===== config.mk =====
export PLATFORM = sky130hd
export DESIGN_NAME = hc4_core
export DESIGN_NICKNAME = d
export VERILOG_FILES = /design/src/rtl/hc4_core.sv
export SDC_FILE = /design/constraint.sdc
export NUM_CORES = 1
export LEC_CHECK = 0
export CORE_ASPECT_RATIO = 0.8
export CORE_MARGIN = 2
export CORE_UTILIZATION = 53
export DETAILED_ROUTE_END_ITERATION = 10
export HOLD_SLACK_MARGIN = 0.12
export PLACE_DENSITY = 0.95
export SYNTH_ARGS = -nofsm -noshare
export SYNTH_HDL_FRONTEND = slang
export SYNTH_SLANG_ARGS = --single-unit

===== constraint.sdc =====
create_clock -name clk -period 6.25 [get_ports clk]
set_clock_uncertainty 0.15 [all_clocks]
set_input_delay 0.9375 -clock clk [delete_from_list [all_inputs] [get_ports clk]]
set_output_delay 0.9375 -clock clk [all_outputs]
set_load 0.1 [all_outputs]

===== src/rtl/hc4_core.sv =====
// hc4_core: multi-cycle HC4-style stack-machine CPU.
// 8-bit instructions, shift-register operand stack, external handshaked
// instruction port and synchronous RAM port, with halt and stack-loss detection.
module hc4_core #(
  parameter int DATA_W      = 4,
  parameter int STACK_DEPTH = 3,
  parameter int PC_W        = 12,
  parameter int RAM_AW      = 8
) (
  input  logic              clk,
  input  logic              reset,
  output logic [PC_W-1:0]   imem_addr,
  output logic              imem_req,
  input  logic [7:0]        imem_data,
  input  logic              imem_valid,
  output logic [RAM_AW-1:0] ram_addr,
  output logic [DATA_W-1:0] ram_wdata,
  output logic              ram_we,
  output logic              ram_re,
  input  logic [DATA_W-1:0] ram_rdata,
  output logic [PC_W-1:0]   pc_out,
  output logic [7:0]        instruction_out,
  output logic [DATA_W-1:0] alu_out,
  output logic              carry_out,
  output logic              zero_out,
  output logic              stack_lost,
  output logic              halted
);

  localparam int CNT_W = $clog2(STACK_DEPTH + 1);

  typedef enum logic [1:0] {ST_FETCH, ST_EXEC, ST_LOADW, ST_HALT} state_t;

  state_t            state_q;
  logic [PC_W-1:0]   pc_q;
  logic [7:0]        instr_q;
  logic [DATA_W-1:0] stack_q [STACK_DEPTH];
  logic [CNT_W-1:0]  count_q;
  logic              carry_q;
  logic              zero_q;
  logic              lost_q;

  logic [3:0]          op;
  logic [3:0]          nib;
  logic                is_store;
  logic                is_ld;
  logic [2*DATA_W-1:0] ab_full;
  logic [3*DATA_W-1:0] jt_full;
  logic [DATA_W:0]     add_res;
  logic [DATA_W:0]     sub_res;
  logic [DATA_W-1:0]   alu_res;
  logic                alu_carry;
  logic                jmp_taken;
  logic [PC_W-1:0]     pc_inc;
  logic [PC_W-1:0]     jmp_pc_d;
  logic                push_en;
  logic [DATA_W-1:0]   push_val;

  assign op       = instr_q[7:4];
  assign nib      = instr_q[3:0];
  assign is_store = (op[3] == 1'b0) && (op != 4'h7);
  assign is_ld    = (op == 4'h8) || (op == 4'h9);
  assign ab_full  = {stack_q[1], stack_q[0]};
  assign jt_full  = {stack_q[2], stack_q[1], stack_q[0]};
  assign pc_inc   = pc_q + PC_W'(1);

  // Subtraction is S0 + ~S1 + 1 so the carry-out reads as "no borrow".
  assign add_res = {1'b0, stack_q[0]} + {1'b0, stack_q[1]};
  assign sub_res = {1'b0, stack_q[0]} + {1'b0, ~stack_q[1]} + (DATA_W+1)'(1);

  // ALU result and carry selected by opcode; add is the default mode.
  always_comb begin
    alu_res   = add_res[DATA_W-1:0];
    alu_carry = add_res[DATA_W];
    case (op)
      4'h3: begin
        alu_res   = sub_res[DATA_W-1:0];
        alu_carry = sub_res[DATA_W];
      end
      4'h4: alu_res = stack_q[0] & stack_q[1];
      4'h5: alu_res = stack_q[0] | stack_q[1];
      4'h6: alu_res = stack_q[0] ^ stack_q[1];
      default: ;
    endcase
  end

  // Jump condition evaluated against the flags left by the previous instruction.
  always_comb begin
    case (nib[2:0])
      3'b000:  jmp_taken = 1'b1;
      3'b010:  jmp_taken = carry_q;
      3'b011:  jmp_taken = ~carry_q;
      3'b100:  jmp_taken = zero_q;
      3'b101:  jmp_taken = ~zero_q;
      default: jmp_taken = 1'b0;
    endcase
    jmp_pc_d = jmp_taken ? jt_full[PC_W-1:0] : pc_inc;
  end

  // RAM port: store data by opcode, address either [AB] or the r nibble.
  always_comb begin
    case (op)
      4'h0:    ram_wdata = stack_q[2];
      4'h1:    ram_wdata = stack_q[0];
      default: ram_wdata = alu_res;
    endcase
    if ((op == 4'h0) || (op == 4'h8)) ram_addr = ab_full[RAM_AW-1:0];
    else                              ram_addr = RAM_AW'(nib);
  end

  // Pushes come from LI in EXEC or from the returned RAM word in LOADW.
  always_comb begin
    push_en  = ((state_q == ST_EXEC) && (op == 4'hA)) || (state_q == ST_LOADW);
    push_val = (state_q == ST_LOADW) ? ram_rdata : DATA_W'(nib);
  end

  // Operand stack: shift down on every push, S0 takes the new value.
  always_ff @(posedge clk) begin
    if (reset) begin
      for (int k = 0; k < STACK_DEPTH; k++) stack_q[k] <= '0;
    end else if (push_en) begin
      for (int k = 1; k < STACK_DEPTH; k++) stack_q[k] <= stack_q[k-1];
      stack_q[0] <= push_val;
    end
  end

  // Valid-level count saturates; a push at full depth loses the bottom level.
  always_ff @(posedge clk) begin
    if (reset) begin
      count_q <= '0;
      lost_q  <= 1'b0;
    end else if (push_en) begin
      if (count_q == CNT_W'(STACK_DEPTH)) lost_q  <= 1'b1;
      else                                count_q <= count_q + CNT_W'(1);
    end
  end

  // Control FSM: fetch with wait states, execute, load wait, halt.
  always_ff @(posedge clk) begin
    if (reset) begin
      state_q <= ST_FETCH;
      pc_q    <= '0;
      instr_q <= 8'hE1;
      carry_q <= 1'b0;
      zero_q  <= 1'b0;
    end else begin
      case (state_q)
        ST_FETCH: begin
          if (imem_valid) begin
            instr_q <= imem_data;
            state_q <= ST_EXEC;
          end
        end
        ST_EXEC: begin
          if (is_store) begin
            zero_q <= (ram_wdata == '0);
            if ((op == 4'h2) || (op == 4'h3)) carry_q <= alu_carry;
            pc_q    <= pc_inc;
            state_q <= ST_FETCH;
          end else if (is_ld) begin
            state_q <= ST_LOADW;
          end else if (op == 4'hF) begin
            state_q <= ST_HALT;
          end else if (op == 4'hE) begin
            pc_q    <= jmp_pc_d;
            state_q <= ST_FETCH;
          end else begin
            pc_q    <= pc_inc;
            state_q <= ST_FETCH;
          end
        end
        ST_LOADW: begin
          pc_q    <= pc_inc;
          state_q <= ST_FETCH;
        end
        default: state_q <= ST_HALT;
      endcase
    end
  end

  assign imem_req        = (state_q == ST_FETCH);
  assign imem_addr       = pc_q;
  assign ram_we          = (state_q == ST_EXEC) && is_store && !reset;
  assign ram_re          = (state_q == ST_EXEC) && is_ld && !reset;
  assign pc_out          = pc_q;
  assign instruction_out = instr_q;
  assign alu_out         = alu_res;
  assign carry_out       = carry_q;
  assign zero_out        = zero_q;
  assign stack_lost      = lost_q;
  assign halted          = (state_q == ST_HALT);

endmodule


# Word level (Yosys, flattened, before mapping)
# Memory sizes are Yosys's and may differ from the RTL's.
# Cells that the tools add are included.
# totals
register_bits,27
ramBits,12
input_bits,15
out_inout_bits,55
wordCells,94
mem_count,1
# mem_list
name,words,word_bits,rd,rd_clocked_by_memory_dff,write_ports,line,text
stack_q,3,4,3,0,3,37,logic [DATA_W-1:0] stack_q [STACK_DEPTH];
# op_classes
addsub,5
eq_ne,23
n_mux,25
bitwise_logic,11
n_reduce_logical,22
# op_table
operator,n
two-way mux 12 bit,5
case mux 12 bit (2 select lines),1
"== test 4 bit, second input constant",5
two-way mux 4 bit,4
case mux 4 bit (4 select lines),1
"adder 12 x 1 -> 12 bit, second input constant",1
"== test 4 x 3 -> 1 bit, second input constant",3
adder 4 x 4 -> 5 bit,2
"== test 4 x 2 -> 1 bit, second input constant",2
logical NOT 4 bit,2
two-way mux 2 bit,4
two-way mux 8 bit,1
case mux 4 bit (2 select lines),1
AND reduction 2 bit,4
"== test 2 bit, second input constant",3
"== test 3 x 2 -> 1 bit, second input constant",2
"== test 3 bit, second input constant",2
logical AND 1 bit,6
two-way mux 1 bit,6
"inequality test 3 bit, second input constant",2
case mux 2 bit (3 select lines),1
AND reduction 3 bit,2
"adder 5 x 1 -> 5 bit, second input constant",1
case mux 1 bit (5 select lines),1
other kinds (16),24

# Logic depth before layout (Yosys ltp)
# Gate-level depths: netlist (run 1).
# depth
ltp_word,8
mapped_depth,9
ltp_nobuf,9

# Worst setup path after synthesis (run 1)
# OpenSTA, ideal clock, no wires.
# synth_path
kind,register to output
start,"register instr_q[7], in the netlist instruction_out[7]"
end,output ram_re
arrival_ns,4.171
required_ns,5.162
setup_slack_ns,0.992
stages_incl_launch_ff,4
path_buffers,1
path_cell_list,dfxtp_1 > buf_2 > nand3b_1 > nor4_1
# synth_between
elab_chain_cells,4
word_cells_on_any_way,5
cone_classes,eq/ne (2); reduce/logical (3)
# synth_lines
item,line,text
from (decl),36,logic [7:0] instr_q;
from (signal assigned),150,instr_q <= imem_data;
== test 4 bit,62,assign is_ld = (op == 4'h8) || (op == 4'h9);
logical OR 1 bit (*),62,
logical AND 1 bit (*) (2 in series),184,assign ram_re = (state_q == ST_EXEC) && is_ld && !reset;
to (decl),19,"output logic ram_re,"
# Mark *: on every way between the ends. The rest lies on a longest branch, timed or not.

# Worst setup path in the final report (run 1)
# layout_path
start,"register instr_q[4], in the netlist instruction_out[4]"
end,output ram_wdata[3]
# layout_between
elab_chain_cells,3
word_cells_on_any_way,8
cone_classes,eq/ne (5); mux (2); reduce/logical (1)
# layout_lines
item,line,text
== test 4 x 3 -> 1 bit / == test 4 x 2 -> 1 bit (equally long branches),75,case (op)
case mux 4 bit (4 select lines),75,
case mux 4 bit (2 select lines) (*),102,case (op)
to (decl),17,"output logic [DATA_W-1:0] ram_wdata,"
# Marks and branches as above.

==> summary.txt, run 1 <==
Status
  – Status: complete, no violations

Clocking
  – Worst-case clock buffer depth: 2
  – Clock Root Buffer: clkbuf_8
  – Total CTS buffers: 5
  – Clock insertion delay at the later pin of the skew report: around 0.31 ns
  – CTS clock-pin slew for the worst setup and hold paths: 0.09 ns
  – Hold_buf cts: 0
  – Post-CTS Setup Inserts: 0
  – TritonCTS clock tree: yes
  – H-Tree Depth: 2
  – Post-CTS Resized: 0
  – # clock sinks: 39

Yosys
  – Synth top area cells: dfxtp_1 20%, edfxtp_1 13%, ha_1 6.5%
  – Post-synth EDFFs: 12
  – Post-Syn Area: about 0.0027 mm2
  – Prevailing post-synth register cell: dfxtp_1
  – Most frequent cells after synthesis: 41 x nor2_1, 28 x nand2_1, 27 x dfxtp_1
  – Syn. warnings: 0
  – Average size of a mapped cell: approximately 8.4 um2
  – Mapped Nets: about 350
  – Register area share after synthesis: about a third
  – FFs w/ async S/R, synth: 0%
  – Share of the synthesized area in the top cell type: ~20%
  – Cell taking the most area after synthesis: dfxtp_1
  – Count leader, synth: nor2_1
  – Cells after Synth: between 300 and 400
  – Yosys cell types: 55
  – Post-synthesis register bit count: 39

STA
  – Final Critical Period: 4.68 ns
  – Final Hold Vio Count: 0
  – Final worst slack: approximately 1.6 ns
  – Worst Tran Pin Value: approximately 1.4 ns
  – RSZ-0062 raised after global routing: false
  – Final Max Slew Viols: 0
  – Period utilisation layout: between 70% and 80%
  – Slew Limit Headroom: 8.85%
  – Fmax: roughly 210 MHz
  – Setup TNS: 0 ns
  – Setup violators final: 0

Layout
  – Ratio of cells with drive above 1 in the final layout: 6.70%
  – Layout Area Growth over Synthesis: 27.1%
  – Final instance area: between 0.003 and 0.004 mm2
  – Layout Cells excl Fill: between 400 and 500
  – Diode count: 0
  – Final net count: roughly 400

Route
  – First drt pass iteration count: 5
  – Drt total wl: about 7700 um
  – Top sig layer: met4
  – Via Count: around 2700
  – DRC Markers: 0
  – Initial drt markers: 350
  – WL/cell: between 15 and 20 um
  – Routed wl met2: approximately 3700 um
  – Vias/cell: about 6.1
  – Metal3 WL: slightly below 600 um
  – Post-route ant nets: 0
  – Metal-1 WL: around 3300 um

Floorplanning
  – Die area: between 0.005 and 0.006 mm2
  – Core Area: just under 0.005 mm2
  – Die width: roughly 84 um
  – Die Ht: between 60 and 70 um
  – Initial Utilization: a little over half
  – Row count: 23
  – # IOs: 70

Global route
  – Largest net degree at the start of global routing: 24
  – Gr ovfl total: 0
  – Total GRT Usage: approximately a quarter
  – Initial antenna violation count: 0
  – Vias in the first global route: between 2000 and 2500
  – First-pass GRT wire length: ~12000 um

Place
  – Placed cell areas: around 0.0033 mm2
  – Post-placement cell count: 427
  – Port bufs: 69
  – Placer's final routability congestion estimate: ~1
  – Final HPWL DP: 5490 um
  – Worst Setup Slack post-DPL: 1.95 ns

Critical path
  – Type of the worst setup path: flip-flop to output port
  – CP Cell Sequence: nand3b_1, a2111oi_0, a221oi_1, o22ai_1, mux2_4, clkdlybuf4s50_1
  – Biggest fanout along the worst timing path: 22
  – Max stage delay cell, worst path: clkdlybuf4s50_1
  – Crit path buf inv count: 1
  – CP Capture Type: output port
  – Critical path arrival: roughly 3.6 ns
  – Critical path data required time: 5.16 ns
  – Delay of the slowest critical-path stage: 1.13 ns
  – Crit path max-delay family: buffers and inverters
  – Critical Path Source Type: flip-flop

Pwr
  – Internal Power: approximately 0.47 mW
  – Logic gate share of total power: 36.8%
  – Leakage: around 1.4 nW
  – Power per cell area: between 200 and 250 mW/mm2
  – VDD IR max: around 0.15 mV
  – Sequential Power Share: a little over a third
  – NetSw: approximately 0.34 mW
  – Switching part of the total: a little over two fifths
  – Clk network pwr share: between 20% and 30%

Flow run
  – Number of max-cap violations: 0

Min path
  – Hold WC Path Type: flip-flop to flip-flop
[sequential cells by signal (all words and copies together), names as in the netlist]
signal           flops
zero_out             1
stack_lost           1
instruction_out      8
imem_addr           12
stack_q             12
count_q              2
state_q              2
carry_out            1
[power groups by stage]
stage,Sequential (mW),Clock (mW),Combinational [mW]
after CTS,0.294,0.219,0.299
after global placement,0.298,0,0.293
final,0.295,0.222,0.300
after floorplan,0.335,0,0.197
after global routing,0.297,0.228,0.312
after detailed placement,0.299,0,0.298
[final cells by class]
type	instances	area [um2]
Timing Repair Buffer	71	706
Tap cell	62	77.6
Sequential cell	39	901
Multi-Input combinational cell	237	1570
Clock inverter	3	46.3
Inverter	18	67.6
Clock buffer	5	68.8
Fill cell	401	1520
[placed cells by master (no fill, tap or decap), drive strengths merged, types with 2 or more instances in the layout]
cell type / netlist / layout
clkdlybuf4s50: 0 / 69
nor2: 41 / 41
nand2: 28 / 28
dfxtp: 27 / 27
a21oi: 26 / 26
inv: 17 / 18
ha: 14 / 14
o21ai: 14 / 14
mux2i: 13 / 13
edfxtp: 12 / 12
mux2: 11 / 11
nor3: 8 / 8
nand2b: 8 / 8
nand3: 8 / 8
and2: 6 / 6
a21o: 5 / 5
o22ai: 5 / 5
clkbuf: 4 / 5
o21a: 4 / 4
and3: 4 / 4
nor2b: 3 / 3
xnor2: 3 / 3
o32ai: 3 / 3
nand3b: 2 / 2
a2111oi: 2 / 2
nor3b: 2 / 2
nor4: 2 / 2
nand4: 2 / 2
a22oi: 2 / 2
o311ai: 2 / 2
fa: 2 / 2
buf: 23 / 2
a211oi: 2 / 2
[per-stage QoR]
| step | utilization [%] | hold WS [ns] | power, mW |
|---|---|---|---|
| after floorplan | - | 0.307 | 0.532 |
| after global placement | 67.1 | 0.313 | 0.591 |
| after detailed placement | 67.1 | 0.340 | 0.597 |
| after CTS | 69.4 | 0.354 | 0.812 |
| after global routing | 69.4 | 0.380 | 0.837 |
| final | 69.4 | 0.349 | 0.817 |
[metal layers]
| layer | GRT usage, % | vias up |
|---|---|---|
| li1 | - | 1222 |
| met1 | 34.2 | 1284 |
| met2 | 44.7 | 146 |
| met3 | 5.67 | 13 |
| met4 | 9.27 | 0 |
| met5 | 0 | - |
[kinds of logic (layout without fill, tap and decap cells)]
kind of cell             count (synthesis)  in the layout  share of synthesized area, %
AO/OA/AOI/OAI                           75             75                          18.4
XOR/XNOR                                 4              4                          1.30
adder cells (fa/ha/maj)                 16             16                          7.97
buffers and inverters                   45             97                          8.61
flip-flops                              39             39                          33.3
multiplexers                            24             24                          9.54
AND/OR/NAND/NOR                        118            118                          20.8
[path summary, 6_finish.rpt]
kind | start | endpoint | slack (ns) | cells past startpoint
worst max-delay path | instruction_out[4] | ram_wdata[3] | 1.57 | 6
worst min-delay path | count_q[1] | count_q[1] | 0.35 | 2
worst max register to register | stack_q[0][0] | zero_out | 3.57 | 8
worst min register to register | count_q[1] | count_q[1] | 0.35 | 2
[tightest hold or removal path: stages, from the launching register on]
cell,delay [ns]
dfxtp_1,0.32
o21ai_0,0.07
a21oi_1,0.07
No activity file was read; power rests on OpenSTA's default activity.
==> inputs of run 2 (changes only) <==
Settings changed: CORE_UTILIZATION 53 to 45, PLACE_DENSITY 0.95 to 0.87.
Clock period 6.25 ns to 4.2 ns, I/O delays scaled along.
==> run 2 against run 1 <==
Critical path depth did not move; first-iteration DRC count shrank 33%; flip-flop and latch count did not move; highest routed layer unchanged; clock power increased by 46%; largest power group unchanged; sequential share of layout area down 0.095 points; largest cell class unchanged; final cell count increased by 4.8%; die area up 17%; setup slack worse by 0.96 ns; routed wire length shrank 3.6%.
==> summary.txt, run 2 (synthesis gave the netlist of run 1 again) <==
Global route
  – Vias in the first global route: 2341 (-6.2%)
  – Total GRT Usage: 22.4% (-4.1 points)
  – Largest net degree at the start of global routing: 23 (-4.2%)
  – First-pass GRT wire length: 11800 um (-0.64%)
  – Gr ovfl total: 0 (unchanged)
  – Initial antenna violation count: 0 (unchanged)

Layout
  – Most frequent cells in the layout: 51 x clkdlybuf4s50_1, 41 x nor2_1, 28 x nand2_1
  – Ratio of cells with drive above 1 in the final layout: 12.8% (+6.1 points)
  – Layout Cells excl Fill: 456 (+4.8%)
  – FF+latch area: 901 um2 (unchanged)
  – Fillers: 525 (+31%)
  – Diode count: 0 (unchanged)
  – Layout Area Growth over Synthesis: 27.6%
  – Multi-input gate area: 0.00159 mm2 (+1.4%)
  – Most common cell after layout, fill and taps aside: clkdlybuf4s50_1
  – Final net count: 405 (+0.50%)

Status
  – Status: complete, no violations

STA
  – Final Critical Period: approximately 3.6 ns
  – Final Max Slew Viols: 0 (unchanged)
  – Setup violators final: 0 (unchanged)
  – Slew Limit Headroom: 34.3% (+25 points)
  – Period utilisation layout: 85.6%
  – Setup TNS: 0 ns (unchanged)
  – Final Hold Vio Count: 0 (unchanged)
  – Worst Tran Pin Value: 0.982 ns (-0.375 ns)
  – Fmax: 278 MHz
  – RSZ-0062 raised after global routing: false
  – Final worst slack: 0.607 ns (-0.964 ns)

Place
  – Placer's final routability congestion estimate: 0.924 (-8.0%)
  – Worst Setup Slack post-DPL: 1.05 ns (-0.900 ns)
  – Port bufs: 69 (unchanged)
  – Final HPWL DP: 5530 um (+0.74%)
  – Post-placement cell count: 448 (+4.9%)

Clocking
  – Clock insertion delay at the later pin of the skew report: 0.30 ns (about the same)
  – Clock Root Buffer: clkbuf_8
  – Post-CTS Setup Inserts: 0 (unchanged)
  – Hold_buf cts: 0 (unchanged)
  – Post-CTS Resized: 0 (unchanged)
  – Total CTS buffers: 5 (unchanged)
  – # clock sinks: 39 (unchanged)
  – Worst-case clock buffer depth: 2 (unchanged)
  – H-Tree Depth: 2 (unchanged)
  – TritonCTS clock tree: yes
  – CTS clock-pin slew for the worst setup and hold paths: 0.08 ns (about the same)

Critical path
  – CP Cell Sequence: nand3b_1, a2111oi_0, a221oi_1, o22ai_2, mux2_4, buf_4
  – Biggest fanout along the worst timing path: 20 (-9.1%)
  – Max stage delay cell, worst path: dfxtp_1
  – Critical path data required time: 3.42 ns (-1.74 ns)
  – Reg-to-reg critical path startpoint: stack_q[0][1]
  – Type of the worst setup path: flip-flop to output port
  – CP Capture Type: output port
  – Critical path arrival: 2.81 ns (-0.78 ns)
  – End of the worst register-to-register path: zero_out
  – Crit path max-delay family: compound AO/OA/AOI/OAI gates
  – FF-to-FF setup slack: 1.52 ns (-2.05 ns)
  – Reg2Reg Depth: 8 (unchanged)
  – Crit path buf inv count: 1 (unchanged)
  – Delay of the slowest critical-path stage: 0.77 ns (-0.36 ns)
  – Critical Path Source Type: flip-flop

Floorplanning
  – # IOs: 70 (unchanged)
  – Core Area: 0.00585 mm2 (+18%)
  – Die Ht: 73.3 um (+8.0%)
  – Die area: 0.00664 mm2 (+17%)
  – Row count: 25 (+8.7%)
  – Initial Utilization: 46.2% (-8.4 points)
  – Die width: 90.6 um (+8.1%)

Route
  – Post-route ant nets: 0 (unchanged)
  – Initial drt markers: 235 (-33%)
  – WL/cell: 16.3 um (-8.1%)
  – Drt total wl: 7420 um (-3.6%)
  – Via Count: 2566 (-3.7%)
  – DRC Markers: 0 (unchanged)
  – Vias/cell: 5.63 (-8.1%)
  – First drt pass iteration count: 5 (unchanged)

Pwr
  – Total chip power: 1.21 mW (+48%)
  – Leakage: 1.39 nW (+2.9%)
  – Power per cell area: 351 mW/mm2 (+47%)
  – VDD IR max: 0.235 mV (+54%)

Min path
  – Hold path endpoint: stack_lost
  – WHS Path Cells: 2 (unchanged)
  – Hold WC Path Type: flip-flop to flip-flop
  – Hold path start: stack_lost

Flow run
  – Number of max-cap violations: 0 (unchanged)
-- run 2: cell count changes in the layout (fill, tap and decap cells not counted), moves of 2 or more --
cell,change
buf_4,+20
clkdlybuf4s50_1,-18
nor4_1,-2
nor4_2,+2
-- run 2: layout make-up --
cell class / count / share of cell area (%)
Timing Repair Buffer: 73 / 19.6
Tap cell: 81 / 2.94
Clock buffer: 5 / 2.00
Inverter: 18 / 1.96
Clock inverter: 3 / 1.23
Sequential cell: 39 / 26.1
Multi-Input combinational cell: 237 / 46.1
-- run 2: worst max path at each step --
stage,from,to,slack (ns),cells after the start
floorplan,instruction_out[5],ram_wdata[1],0.09,5
global placement,stack_q[0][0],ram_wdata[1],1.16,8
detailed placement,instruction_out[5],ram_wdata[3],1.05,6
CTS,instruction_out[5],ram_wdata[3],0.72,6
global route,instruction_out[5],ram_wdata[3],0.53,6
finish,instruction_out[5],ram_wdata[3],0.61,6
-- run 2: tightest hold or removal path, cell delays in order (launching register included) --
cell     delay, ns
dfxtp_1       0.34
a21oi_1       0.04
nor2_1        0.07
-- run 2: through the flow --
| stage | area, um2 | hold slack, ns | utilization (%) |
|---|---|---|---|
| floorplan | 2720 | 0.307 | - |
| global placement | 3340 | 0.314 | 57.0 |
| detailed placement | 3340 | 0.311 | 57.0 |
| CTS | 3450 | 0.342 | 58.9 |
| global route | 3450 | 0.385 | 58.9 |
| finish | 3450 | 0.336 | 58.9 |
-- run 2: power by group --
group / total (mW) / internal (mW) / leakage [nW] / switching, mW
registers: 0.438 / 0.404 / 0.344 / 0.0339
logic: 0.445 / 0.117 / 0.990 / 0.328
clock network: 0.325 / 0.177 / 0.0562 / 0.148
-- run 2: routing by layer --
| metal | GRT usage [%] | part of all wire, % | up-vias |
|---|---|---|---|
| met3 | 3.90 | 7.3 | 10 |
| met1 | 31.7 | 46 | 1189 |
| met4 | 5.81 | 1.0 | 0 |
| met5 | 0 | 0 | - |
| met2 | 35.7 | 46 | 136 |
| li1 | - | - | 1231 |
